--- src/rtl/i2c_pkg.sv ---
// Shared types and constants for the I2C subordinate controller.
package i2c_pkg;

    typedef enum logic [3:0] {
        ST_IDLE,
        ST_DEV_ADDR,
        ST_DEV_ACK,
        ST_MEM_ADDR,
        ST_MEM_ACK,
        ST_WR_DATA,
        ST_WR_ACK,
        ST_RD_DATA,
        ST_RD_ACK,
        ST_WAIT_STOP
    } i2c_state_t;

    localparam logic [3:0] ACK_SLOT         = 4'd8;
    localparam logic [3:0] LAST_BIT         = 4'd7;
    localparam logic [6:0] DEFAULT_DEV_ADDR = 7'h42;

    function automatic logic maj3(input logic a, input logic b, input logic c);
        return (a & b) | (a & c) | (b & c);
    endfunction

endpackage

--- src/rtl/i2c_line_sync.sv ---
// SCL/SDA synchroniser with edge and START/STOP detection.
// Build option I2C_GLITCH_FILTER_EN inserts a 3-sample majority filter
// after the synchroniser (2 clk extra latency, rejects 1-clk pulses).
module i2c_line_sync
    import i2c_pkg::*;
#(
    parameter int SYNC_STAGES = 2
) (
    input  logic clk,
    input  logic rst_n,
    input  logic scl_in,
    input  logic sda_in,
    output logic sda_s,
    output logic scl_rise,
    output logic scl_fall,
    output logic start_det,
    output logic stop_det
);

    logic [SYNC_STAGES-1:0] scl_sync_q, scl_sync_d;
    logic [SYNC_STAGES-1:0] sda_sync_q, sda_sync_d;
    logic scl_prev_q, scl_prev_d;
    logic sda_prev_q, sda_prev_d;
    logic scl_line, sda_line;

    // shift raw pins into the synchroniser chains
    always_comb begin
        scl_sync_d = {scl_sync_q[SYNC_STAGES-2:0], scl_in};
        sda_sync_d = {sda_sync_q[SYNC_STAGES-2:0], sda_in};
    end

    // chains reset to the idle-high bus level so no edge is seen on release
    always_ff @(posedge clk or negedge rst_n) begin
        if (!rst_n) begin
            scl_sync_q <= '1;
            sda_sync_q <= '1;
        end else begin
            scl_sync_q <= scl_sync_d;
            sda_sync_q <= sda_sync_d;
        end
    end

`ifdef I2C_GLITCH_FILTER_EN
    logic [1:0] scl_hist_q, scl_hist_d;
    logic [1:0] sda_hist_q, sda_hist_d;
    logic scl_filt_q, scl_filt_d;
    logic sda_filt_q, sda_filt_d;

    // majority vote over the current and two previous synchronised samples
    always_comb begin
        scl_hist_d = {scl_hist_q[0], scl_sync_q[SYNC_STAGES-1]};
        sda_hist_d = {sda_hist_q[0], sda_sync_q[SYNC_STAGES-1]};
        scl_filt_d = maj3(scl_sync_q[SYNC_STAGES-1], scl_hist_q[0], scl_hist_q[1]);
        sda_filt_d = maj3(sda_sync_q[SYNC_STAGES-1], sda_hist_q[0], sda_hist_q[1]);
    end

    // filter history and registered filter output
    always_ff @(posedge clk or negedge rst_n) begin
        if (!rst_n) begin
            scl_hist_q <= '1;
            sda_hist_q <= '1;
            scl_filt_q <= 1'b1;
            sda_filt_q <= 1'b1;
        end else begin
            scl_hist_q <= scl_hist_d;
            sda_hist_q <= sda_hist_d;
            scl_filt_q <= scl_filt_d;
            sda_filt_q <= sda_filt_d;
        end
    end

    assign scl_line = scl_filt_q;
    assign sda_line = sda_filt_q;
`else
    assign scl_line = scl_sync_q[SYNC_STAGES-1];
    assign sda_line = sda_sync_q[SYNC_STAGES-1];
`endif

    // previous sample for edge detection
    always_comb begin
        scl_prev_d = scl_line;
        sda_prev_d = sda_line;
    end

    // previous-sample registers
    always_ff @(posedge clk or negedge rst_n) begin
        if (!rst_n) begin
            scl_prev_q <= 1'b1;
            sda_prev_q <= 1'b1;
        end else begin
            scl_prev_q <= scl_prev_d;
            sda_prev_q <= sda_prev_d;
        end
    end

    assign sda_s     = sda_line;
    assign scl_rise  = scl_line & ~scl_prev_q;
    assign scl_fall  = ~scl_line & scl_prev_q;
    assign start_det = scl_line & scl_prev_q & sda_prev_q & ~sda_line;
    assign stop_det  = scl_line & scl_prev_q & ~sda_prev_q & sda_line;

endmodule

--- src/rtl/i2c_sub_controller.sv ---
// I2C subordinate protocol sequencer: address match, bit counting, phase
// strobes for the address checker / register memory, open-drain SDA drive.
// Optional build macro: I2C_GLITCH_FILTER_EN (majority filter on SCL/SDA).
//
// state        | meaning
// ST_IDLE      | bus free, waiting for START
// ST_DEV_ADDR  | shifting device address + R/W
// ST_DEV_ACK   | driving ACK for matched device address
// ST_MEM_ADDR  | memory address byte, checker loads it
// ST_MEM_ACK   | driving ACK for memory address byte
// ST_WR_DATA   | receiving a write data byte
// ST_WR_ACK    | driving ACK for write data
// ST_RD_DATA   | driving read data bits MSB first
// ST_RD_ACK    | sampling master ACK/NACK
// ST_WAIT_STOP | not addressed / NACKed, idle until STOP or START
module i2c_sub_controller
    import i2c_pkg::*;
#(
    parameter logic [6:0] DEV_ADDR    = DEFAULT_DEV_ADDR,
    parameter int         SYNC_STAGES = 2
) (
    input  logic       clk,
    input  logic       rst_n,
    input  logic       scl_in,
    input  logic       sda_in,
    output logic       sda_oe,
    output logic [3:0] clock_count,
    output logic       read_mem_address,
    output logic       increment_mem_address,
    input  logic       mem_read_bit,
    input  logic       mem_write_bit,
    output logic       mem_wr_en,
    output logic [7:0] wr_data,
    output logic       mem_rd_en,
    input  logic [7:0] rd_data,
    output logic       busy
);

    logic sda_s, scl_rise, scl_fall, start_det, stop_det;

    i2c_line_sync #(.SYNC_STAGES(SYNC_STAGES)) u_line_sync (
        .clk       (clk),
        .rst_n     (rst_n),
        .scl_in    (scl_in),
        .sda_in    (sda_in),
        .sda_s     (sda_s),
        .scl_rise  (scl_rise),
        .scl_fall  (scl_fall),
        .start_det (start_det),
        .stop_det  (stop_det)
    );

    i2c_state_t state_q, state_d;
    logic [3:0] cnt_q, cnt_d;
    logic [7:0] shift_q, shift_d;
    logic [7:0] tx_q, tx_d;
    logic [7:0] wr_data_q, wr_data_d;
    logic       sda_oe_q, sda_oe_d;
    logic       rma_q, rma_d;
    logic       inc_q, inc_d;
    logic       wr_en_q, wr_en_d;
    logic       rd_en_q, rd_en_d;
    logic       busy_q, busy_d;
    logic       load_q, load_d;
    logic       first_q, first_d;

    // next-state, counters and strobes; START/STOP override bit handling
    always_comb begin
        state_d   = state_q;
        cnt_d     = cnt_q;
        shift_d   = shift_q;
        tx_d      = tx_q;
        wr_data_d = wr_data_q;
        sda_oe_d  = sda_oe_q;
        rma_d     = rma_q;
        busy_d    = busy_q;
        first_d   = first_q;
        inc_d     = 1'b0;
        wr_en_d   = 1'b0;
        rd_en_d   = 1'b0;
        load_d    = 1'b0;

        // checker has had the full address byte; drop the load strobe
        if (state_q == ST_MEM_ACK) rma_d = 1'b0;

        // rd_data is valid one clk after mem_rd_en: present its MSB
        if (load_q) begin
            tx_d     = rd_data;
            sda_oe_d = ~rd_data[7];
        end

        if (start_det) begin
            state_d  = ST_DEV_ADDR;
            busy_d   = 1'b1;
            cnt_d    = '0;
            sda_oe_d = 1'b0;
            rma_d    = 1'b0;
            shift_d  = '0;
            first_d  = 1'b1;   // the SCL fall that completes START is not a bit
        end else if (stop_det) begin
            state_d  = ST_IDLE;
            busy_d   = 1'b0;
            cnt_d    = '0;
            sda_oe_d = 1'b0;
            rma_d    = 1'b0;
            first_d  = 1'b0;
        end else if (state_q != ST_IDLE) begin
            if (scl_rise && !first_q) begin
                shift_d = {shift_q[6:0], sda_s};
                if (state_q == ST_WR_DATA && cnt_q == LAST_BIT) begin
                    wr_en_d   = 1'b1;
                    wr_data_d = {shift_q[6:0], sda_s};
                end
                if (state_q == ST_RD_ACK) begin
                    if (!sda_s) inc_d   = 1'b1;
                    else        state_d = ST_WAIT_STOP;
                end
            end
            if (scl_fall) begin
                if (first_q) begin
                    first_d = 1'b0;
                end else begin
                    cnt_d = (cnt_q == ACK_SLOT) ? 4'd0 : cnt_q + 4'd1;
                    case (state_q)
                        ST_DEV_ADDR: if (cnt_q == LAST_BIT) begin
                            if (shift_q == {DEV_ADDR, 1'b0}) begin
                                state_d  = ST_DEV_ACK;
                                sda_oe_d = 1'b1;
                            end else begin
                                state_d  = ST_WAIT_STOP;
                                sda_oe_d = 1'b0;
                            end
                        end
                        ST_DEV_ACK: if (cnt_q == ACK_SLOT) begin
                            state_d  = ST_MEM_ADDR;
                            sda_oe_d = 1'b0;
                            rma_d    = 1'b1;
                        end
                        ST_MEM_ADDR: if (cnt_q == LAST_BIT) begin
                            state_d  = ST_MEM_ACK;
                            sda_oe_d = 1'b1;
                        end
                        ST_MEM_ACK: if (cnt_q == ACK_SLOT) begin
                            sda_oe_d = 1'b0;
                            if (mem_write_bit) begin
                                state_d = ST_WR_DATA;
                            end else if (mem_read_bit) begin
                                state_d = ST_RD_DATA;
                                rd_en_d = 1'b1;
                                load_d  = 1'b1;
                            end else begin
                                state_d = ST_WAIT_STOP;
                            end
                        end
                        ST_WR_DATA: if (cnt_q == LAST_BIT) begin
                            state_d  = ST_WR_ACK;
                            sda_oe_d = 1'b1;
                        end
                        ST_WR_ACK: if (cnt_q == ACK_SLOT) begin
                            state_d  = ST_WR_DATA;
                            sda_oe_d = 1'b0;
                            inc_d    = 1'b1;
                        end
                        ST_RD_DATA: begin
                            if (cnt_q == LAST_BIT) begin
                                state_d  = ST_RD_ACK;
                                sda_oe_d = 1'b0;
                            end else begin
                                sda_oe_d = ~tx_q[6];
                                tx_d     = {tx_q[6:0], 1'b0};
                            end
                        end
                        ST_RD_ACK: begin
                            state_d = ST_RD_DATA;
                            rd_en_d = 1'b1;
                            load_d  = 1'b1;
                        end
                        ST_WAIT_STOP: sda_oe_d = 1'b0;
                        default: state_d = ST_IDLE;
                    endcase
                end
            end
        end
    end

    // controller state register
    always_ff @(posedge clk or negedge rst_n) begin
        if (!rst_n) begin
            state_q   <= ST_IDLE;
            cnt_q     <= '0;
            shift_q   <= '0;
            tx_q      <= '0;
            wr_data_q <= '0;
            sda_oe_q  <= 1'b0;
            rma_q     <= 1'b0;
            inc_q     <= 1'b0;
            wr_en_q   <= 1'b0;
            rd_en_q   <= 1'b0;
            busy_q    <= 1'b0;
            load_q    <= 1'b0;
            first_q   <= 1'b0;
        end else begin
            state_q   <= state_d;
            cnt_q     <= cnt_d;
            shift_q   <= shift_d;
            tx_q      <= tx_d;
            wr_data_q <= wr_data_d;
            sda_oe_q  <= sda_oe_d;
            rma_q     <= rma_d;
            inc_q     <= inc_d;
            wr_en_q   <= wr_en_d;
            rd_en_q   <= rd_en_d;
            busy_q    <= busy_d;
            load_q    <= load_d;
            first_q   <= first_d;
        end
    end

    assign sda_oe                = sda_oe_q;
    assign clock_count           = cnt_q;
    assign read_mem_address      = rma_q;
    assign increment_mem_address = inc_q;
    assign mem_wr_en             = wr_en_q;
    assign wr_data               = wr_data_q;
    assign mem_rd_en             = rd_en_q;
    assign busy                  = busy_q;

endmodule

--- config.mk ---
export PLATFORM = sky130hd
export DESIGN_NAME = i2c_sub_controller
export DESIGN_NICKNAME = d
export VERILOG_FILES = /design/src/rtl/i2c_pkg.sv /design/src/rtl/i2c_line_sync.sv /design/src/rtl/i2c_sub_controller.sv
export SDC_FILE = /design/constraint.sdc
export NUM_CORES = 1
export LEC_CHECK = 0
export CAP_MARGIN = 20
export CORE_ASPECT_RATIO = 0.7
export CORE_MARGIN = 2
export CORE_UTILIZATION = 49
export CTS_CLUSTER_SIZE = 10
export DETAILED_ROUTE_END_ITERATION = 10
export GPL_ROUTABILITY_DRIVEN = 1
export HOLD_SLACK_MARGIN = 0.15
export PLACE_DENSITY = 0.76
export SETUP_SLACK_MARGIN = 0.05
export SYNTH_ARGS = -nofsm -noshare
export SYNTH_HDL_FRONTEND = slang
export SYNTH_HIERARCHICAL = 1
export SYNTH_SLANG_ARGS = --single-unit
--- constraint.sdc ---
create_clock -name clk -period 1.9 [get_ports clk]
set_clock_uncertainty 0.15 [all_clocks]
set_input_delay 0.38 -clock clk [delete_from_list [all_inputs] [get_ports clk]]
set_output_delay 0.38 -clock clk [all_outputs]
set_load 0.005 [all_outputs]
# --- Word-level counts from Yosys, hierarchy flattened ---
# Cells that the tools add are included.
totals:
  reg_bits: 45
  out_inout_bits: 18
classes:
  add_sub_neg: 1
  n_eq_ne: 14
  mux: 87
  bitwise: 15
  n_reduce_logical: 15
ops:
  columns: ["cell", "count"]
  rows:
  - ["4-bit 2-to-1 mux", 24]
  - ["8-bit 2-to-1 mux", 12]
  - ["1-bit 2-to-1 mux", 48]
  - ["4-bit case mux with 9 select lines", 1]
  - ["4-bit by 3-bit equality test with 1-bit output (second input constant)", 5]
  - ["4-bit equality test (second input constant)", 3]
  - ["4-bit by 2-bit equality test with 1-bit output (second input constant)", 2]
  - ["8-bit equality test (second input constant)", 1]
  - ["1-bit inverter", 8]
  - ["1-bit AND", 7]
  - ["3-bit AND reduction", 2]
  - ["2-bit nonzero test", 3]
  - ["3-bit nonzero test", 2]
  - ["1-bit case mux with 5 select lines", 1]
  - ["5-bit AND reduction", 1]
  - ["4-bit by 1-bit adder with 4-bit output (second input constant)", 1]
  - ["4-bit by 1-bit equality test with 1-bit output (second input constant)", 1]
  - ["4-bit nonzero test", 1]
  - ["3-bit != test (second input constant)", 1]
  - ["3-bit OR reduction", 1]
  - ["1-bit logical AND", 2]
  - ["2-bit != test (second input constant)", 1]
  - ["1-bit case mux with 2 select lines", 1]
  - ["2-bit AND reduction", 1]
  - ["other kinds (2)", 2]

# --- Longest topological paths before layout ---
logic_depth:
  depth_word: 11
  depth_mapped: 7
  ltp_nobuf: 6

# --- By module ---
# Netlist, hierarchy kept.
modules_own_cells:
  columns: ["mod", "instances", "cells_per_inst", "area_per_inst_um2"]
  rows:
  - ["i2c_sub_controller", 1, 202, 2030.7]
  - ["i2c_line_sync", 1, 10, 190.2]

# --- Worst setup path after synthesis ---
# OpenSTA, ideal clock, no wires.
synth_path:
  kind: "flip-flop to flip-flop"
  from: "register u_line_sync.sda_sync_q[1]"
  to: "register tx_q[1]"
  setup_ns: 0.122
  t_arrival_ns: 1.780
  required_time_ns: 1.628
  path_slack_ns: -0.152
  stages_incl_launch_ff: 6
  path_buffers: 1
  synth_period_minus_slack_ns: 2.052
  cell_sequence: "dfstp_2 -> and4b_1 -> or4b_1 -> nor4_4 -> buf_4 -> o21ai_1"
synth_via:
  elab_chain_len: 3
  elab_cells_between_ends: 5
  cone_classes: "mux (2); bitwise (3)"
synth_lines:
  columns: ["item", "line_no", "source"]
  rows:
  - ["start: declaration", "i2c_line_sync.sv:21", "logic [SYNC_STAGES-1:0] sda_sync_q, sda_sync_d;"]
  - ["start signal: assignment", "i2c_line_sync.sv:39", "sda_sync_q <= sda_sync_d;"]
  - ["1-bit AND / 1-bit inverter (equally long branches)", "i2c_line_sync.sv:100, i2c_line_sync.sv:99", null]
  - ["8-bit 2-to-1 mux / 1-bit AND (equally long branches)", "i2c_sub_controller.sv:100, i2c_line_sync.sv:99", null]
  - ["8-bit 2-to-1 mux *", "i2c_sub_controller.sv:92", "if (start_det) begin"]
  - ["via tx_d[1]", "i2c_sub_controller.sv:56", "logic [7:0] tx_q, tx_d;"]
  - ["end signal: assignment", "i2c_sub_controller.sv:206", "tx_q <= tx_d;"]
  - ["end: declaration", "i2c_sub_controller.sv:56", null]
# The timed path passes the listed nets; every way through them passes the cells marked *.
# A chain may end at the register's enable or synchronous reset.

# --- Final worst setup path ---
layout_path:
  from: "register u_line_sync.sda_prev_q"
  to: "register tx_q[3]"
layout_via:
  elab_chain_len: 5
  elab_cells_between_ends: 7
  cone_classes: "mux (2); bitwise (5)"
layout_lines:
  columns: ["item", "line_no", "source"]
  rows:
  - ["start: declaration", "i2c_line_sync.sv:23", "logic sda_prev_q, sda_prev_d;"]
  - ["start signal: assignment", "i2c_line_sync.sv:92", "sda_prev_q <= sda_prev_d;"]
  - ["1-bit inverter", "i2c_line_sync.sv:100", "assign stop_det = scl_line & scl_prev_q & ~sda_prev_q & sda_line;"]
  - ["1-bit AND (2 in series)", "i2c_line_sync.sv:100", null]
  - ["via stop_det", "i2c_sub_controller.sv:39", "logic sda_s, scl_rise, scl_fall, start_det, stop_det;"]
  - ["8-bit 2-to-1 mux", "i2c_sub_controller.sv:100", "end else if (stop_det) begin"]
  - ["8-bit 2-to-1 mux", "i2c_sub_controller.sv:92", null]
  - ["via tx_d[3]", "i2c_sub_controller.sv:56", null]
# The timed path passes the listed nets, and every way through them passes these cells.

==> report_table.html <==
<table>
<tr><th>Metric</th><th>Value</th></tr>
<tr><th colspan="2">Status</th></tr>
<tr><td>Status</td><td>finished, violations left</td></tr>
<tr><td>Failing checks</td><td>setup timing</td></tr>
<tr><th colspan="2">Critical path</th></tr>
<tr><td>Count of buffer and inverter cells on the critical path</td><td>1</td></tr>
<tr><td>Worst stage delay on the critical path</td><td>between 0.5 and 0.6 ns</td></tr>
<tr><td>Req. time, crit path</td><td>roughly 2.0 ns</td></tr>
<tr><td>CP Cell Sequence</td><td>and4b_1, or4b_4, nor4_4, buf_6, nand2_2, o21ai_1</td></tr>
<tr><td>Reg-to-reg slack, setup</td><td>-0.1 ns</td></tr>
<tr><td>Critical register-to-register path startpoint</td><td>u_line_sync/sda_prev_q</td></tr>
<tr><td>Crit Path Category</td><td>reg2reg</td></tr>
<tr><td>Data arrival, critical path</td><td>2.07 ns</td></tr>
<tr><td>Type of destination of the critical path</td><td>flop</td></tr>
<tr><td>Kind of cell adding the most delay to the critical path</td><td>simple AND/OR/NAND/NOR gates</td></tr>
<tr><td>Destination of the worst register-to-register timing path</td><td>tx_q[3]</td></tr>
<tr><td>Critical path launch point type</td><td>flop</td></tr>
<tr><td>Maximum net fanout on the critical path</td><td>7</td></tr>
<tr><td>Register-to-Register Path Depth</td><td>6</td></tr>
<tr><td>Slowest stage cell on the critical path</td><td>sky130_fd_sc_hd__or4b_4</td></tr>
<tr><th colspan="2">Die</th></tr>
<tr><td>Placeable core area</td><td>4350 sq um</td></tr>
<tr><td>Starting density of the core</td><td>about half</td></tr>
<tr><td>Total number of placement rows</td><td>20</td></tr>
<tr><td>Die outline height</td><td>60.3 um</td></tr>
<tr><td>Total I/O pin count</td><td>32</td></tr>
<tr><td>Die Footprint</td><td>slightly above 5000 sq um</td></tr>
<tr><td>Die Wd</td><td>~84 um</td></tr>
<tr><th colspan="2">Clocking</th></tr>
<tr><td>Clock tree from TritonCTS</td><td>yes</td></tr>
<tr><td>Later-pin clock latency in the skew report</td><td>about 0.30 ns</td></tr>
<tr><td>Maximum level of the CTS H-tree</td><td>2</td></tr>
<tr><td>Clock Sink Count</td><td>44</td></tr>
<tr><td>Clock root buffer</td><td>sky130_fd_sc_hd__clkbuf_8</td></tr>
<tr><td>Number of buffers added by the clock tree synthesis step</td><td>5</td></tr>
<tr><td>Deepest clock path buffer count</td><td>2</td></tr>
<tr><td>CTS clock-pin slew for the worst setup and hold paths</td><td>0.09 ns</td></tr>
<tr><th colspan="2">Pwr</th></tr>
<tr><td>Largest voltage drop on the vdd net</td><td>about 0.00043 V</td></tr>
<tr><td>Static power due to leakage</td><td>between 0.001 and 0.0015 uW</td></tr>
<tr><td>Cell Pwr Density</td><td>roughly 800 nW/um^2</td></tr>
<tr><th colspan="2">Layout</th></tr>
<tr><td>Fill cell count</td><td>315</td></tr>
<tr><td>Number of standard cells in the layout, taps in and fillers out</td><td>approximately 350</td></tr>
<tr><td>Antenna fix cells</td><td>0</td></tr>
<tr><td>Final core utilization</td><td>between 70% and 80%</td></tr>
<tr><td>Total Nets Final</td><td>314</td></tr>
<tr><td>Most common cell after layout, fill and taps aside</td><td>sky130_fd_sc_hd__buf_4</td></tr>
<tr><td>Leading cell types in the layout, fill and taps excluded</td><td>sky130_fd_sc_hd__buf_4 (53), sky130_fd_sc_hd__dfrtp_1 (36), sky130_fd_sc_hd__clkdlybuf4s50_1 (26)</td></tr>
<tr><td>Growth of design area from synthesis to finish</td><td>48.5%</td></tr>
<tr><td>Final instance area</td><td>between 3000 and 4000 sq um</td></tr>
<tr><td>Share of final-layout standard cells stronger than drive strength 1</td><td>between 30 and 40%</td></tr>
<tr><th colspan="2">Drt</th></tr>
<tr><td>Count of unresolved DRC violations after routing</td><td>0</td></tr>
<tr><td>Number of vias after detailed routing</td><td>slightly above 2,000</td></tr>
<tr><td>DRT iter0 DRCs</td><td>210</td></tr>
<tr><td>Count of TritonRoute iterations in the first routing pass</td><td>5</td></tr>
<tr><td>Overall routed net length</td><td>between 6000 and 7000 um</td></tr>
<tr><td>Vias per Instance</td><td>approximately 6</td></tr>
<tr><td>Post-route antenna net violation count</td><td>0</td></tr>
<tr><td>Post-detailed-route wirelength per cell</td><td>around 17 um</td></tr>
<tr><th colspan="2">Synth</th></tr>
<tr><td>Number of synthesized flops with an enable pin</td><td>0</td></tr>
<tr><td>Post-Syn Instances</td><td>between 200 and 250</td></tr>
<tr><td>Syn_nets</td><td>~230</td></tr>
<tr><td>Ys flop type</td><td>sky130_fd_sc_hd__dfrtp_1</td></tr>
<tr><td>Combined area of all synthesized cells</td><td>approximately 2200 sq um</td></tr>
<tr><td>Sequential-to-total area share from yosys stat</td><td>49.9%</td></tr>
<tr><td>Register bit total from synthesis</td><td>44</td></tr>
<tr><td>Warnings, synthesis</td><td>6</td></tr>
<tr><td>Average footprint of a synthesized cell</td><td>between 10 and 15 sq um</td></tr>
<tr><td>Post-synthesis async set-or-reset flop share</td><td>100%</td></tr>
<tr><td>Distinct cell type count after synthesis</td><td>52</td></tr>
<tr><th colspan="2">GRT</th></tr>
<tr><td>Vias in the first global route</td><td>roughly 2,000</td></tr>
<tr><td>Pin count of the biggest net entering global routing</td><td>45</td></tr>
<tr><td>Combined global-route utilization of all metal layers</td><td>25.2%</td></tr>
<tr><td>Initial antenna violation count</td><td>0</td></tr>
<tr><td>Residual overflow from global routing</td><td>0</td></tr>
<tr><td>Global-route wire length before repair</td><td>a little under 10,000 um</td></tr>
<tr><th colspan="2">Worst hold path</th></tr>
<tr><td>Min-Delay Path Depth</td><td>0</td></tr>
<tr><td>Hold path endpoint</td><td>u_line_sync/scl_sync_q[1]</td></tr>
<tr><td>Worst Hold Class</td><td>reg2reg</td></tr>
<tr><td>Launch instance of the worst min-delay path</td><td>u_line_sync/scl_sync_q[0]</td></tr>
<tr><th colspan="2">Timing</th></tr>
<tr><td>Headroom to the max-slew limit</td><td>a little over three fifths</td></tr>
<tr><td>RSZ-0062 raised after global routing</td><td>yes</td></tr>
<tr><td>Minimum setup slack in the final design</td><td>-0.0986 ns</td></tr>
<tr><td>Post-route clock period utilization</td><td>105%</td></tr>
<tr><td>Final critical path time including I/O delays and setup</td><td>between 1.5 and 2 ns</td></tr>
<tr><td>Number of max-slew violations in the final report</td><td>0</td></tr>
<tr><td>Achievable frequency</td><td>between 500 and 600 MHz</td></tr>
<tr><td>Final-report hold violation count</td><td>0</td></tr>
<tr><td>Worst Max-Slew Pin Slew</td><td>0.553 ns</td></tr>
<tr><td>Count of endpoints failing setup in the final report</td><td>18</td></tr>
<tr><th colspan="2">Placed design</th></tr>
<tr><td>Count of input and output buffers</td><td>31</td></tr>
<tr><td>Placed cell areas</td><td>about 2900 sq um</td></tr>
<tr><td>Inst Count DP</td><td>about 330</td></tr>
<tr><td>Routability congestion estimate from global placement</td><td>~0.93</td></tr>
<tr><td>Final HPWL from detailed placement</td><td>~4000 um</td></tr>
<tr><th colspan="2">Job</th></tr>
<tr><td>Max capacitance violation total</td><td>0</td></tr>
</table>
## power by group
part | switching (uW) | internal (uW)
Clock | 348 | 397
Combinational | 339 | 439
Sequential | 87.8 | 1030
Total | 774 | 1860
## registers in the layout (all words and copies together) (netlist names)
| register | count |
|---|---|
| busy | 1 |
| clock_count | 4 |
| first_q | 1 |
| increment_mem_address | 1 |
| load_q | 1 |
| mem_wr_en | 1 |
| read_mem_address | 1 |
| sda_oe | 1 |
| shift_q | 8 |
| state_q | 4 |
| tx_q | 7 |
| u_line_sync/scl_prev_q | 1 |
| u_line_sync/scl_sync_q | 2 |
| u_line_sync/sda_prev_q | 1 |
| u_line_sync/sda_sync_q | 2 |
| wr_data | 8 |
## synth_stat cells (2+ instances only)
master	instances	area, sq um
sky130_fd_sc_hd__a31oi_1	7	43.8
sky130_fd_sc_hd__o211ai_1	2	15.0
sky130_fd_sc_hd__nor2b_1	6	37.5
sky130_fd_sc_hd__dfrtp_1	38	951
sky130_fd_sc_hd__o21ai_0	4	20.0
sky130_fd_sc_hd__clkbuf_1	5	18.8
sky130_fd_sc_hd__nand3b_1	2	15.0
sky130_fd_sc_hd__nand2_1	18	67.6
sky130_fd_sc_hd__nor4_1	3	18.8
sky130_fd_sc_hd__nor3_1	9	45.0
sky130_fd_sc_hd__a22o_1	8	70.1
sky130_fd_sc_hd__nand2b_1	5	31.3
sky130_fd_sc_hd__nand3_1	4	20.0
sky130_fd_sc_hd__o31ai_1	2	15.0
sky130_fd_sc_hd__and4b_1	2	20.0
sky130_fd_sc_hd__buf_2	6	30.0
sky130_fd_sc_hd__a31o_2	2	17.5
sky130_fd_sc_hd__mux2i_1	9	90.1
sky130_fd_sc_hd__ha_1	2	25.0
sky130_fd_sc_hd__inv_1	6	22.5
sky130_fd_sc_hd__a2bb2oi_1	2	17.5
sky130_fd_sc_hd__dfstp_2	6	158
sky130_fd_sc_hd__or4b_4	2	27.5
sky130_fd_sc_hd__mux2_2	8	90.1
sky130_fd_sc_hd__a21oi_1	6	30.0
sky130_fd_sc_hd__nor2_1	15	56.3
sky130_fd_sc_hd__o21ai_1	7	35.0
sky130_fd_sc_hd__or3_1	2	12.5
## stage by stage
step	setup WS [ns]	hold slack [ns]	total power [uW]	setup TNS [ns]
6_report	-0.0986	0.209	2640	-0.884
5_1_grt	-0.196	0.217	2780	-2.24
4_1_cts	-0.101	0.210	2560	-0.992
3_5_place_dp	-0.232	0.197	1740	-1.97
3_3_place_gp	-0.111	0.195	1720	-1.01
2_1_floorplan	-0.137	-0.0656	1400	-1.38
## cells by family (layout without fill, tap and decap cells)
kind of cell	Yosys count	in the layout	share of synthesized area, %
mux	17	17	8.11
flops	44	44	49.9
simple gates	78	78	20.1
fa+ha+maj	2	2	1.13
compound gates	53	53	17.2
buf+inv	18	105	3.55
## worst max path at each step
stage / startpoint / to / slack, ns / cells after the start
global route: u_line_sync/sda_prev_q / tx_q[6] / -0.20 / 6
floorplan: u_line_sync/sda_sync_q[1] / tx_q[1] / -0.14 / 5
detailed placement: mem_write_bit / state_q[3] / -0.23 / 5
global placement: u_line_sync/scl_prev_q / state_q[1] / -0.11 / 5
CTS: u_line_sync/sda_prev_q / tx_q[3] / -0.10 / 6
finish: u_line_sync/sda_prev_q / tx_q[3] / -0.1 / 6
## worst register-to-register path, delay by kind of cell, from the launching register on
kind | cells | cell delay [ns]
compound gates | 1 | 0.08
buf+inv | 1 | 0.18
flops | 1 | 0.53
simple gates | 4 | 1.00
## layout make-up
class	instances	area [sq um]	share of cell area, %
multi-input combinational	150	1190	36.0
sequential	44	1110	33.7
timing repair buffer	91	792	24.0
clock buffer	5	68.8	2.09
tap	55	68.8	2.09
clock inverter	3	46.3	1.40
inverter	6	22.5	0.683
## per-layer routing
metal	GRT usage, %	share of wire (%)	vias up
met5	0	0	-
met4	7.48	1.7	0
met3	6.63	6.7	15
met2	39.7	46	91
met1	35.1	46	1016
li1	-	-	956
## what timing repair did
item                       in CTS  in global routing
gates resized for setup        25                 22
gates cloned                    1                  0
hold endpoints to repair       38                  0
hold buffers                    1                  0
buffers inserted                8                  8
pin swaps                      13                 15
setup endpoints to repair      31                 34
Power figures use the tool's default switching activity.
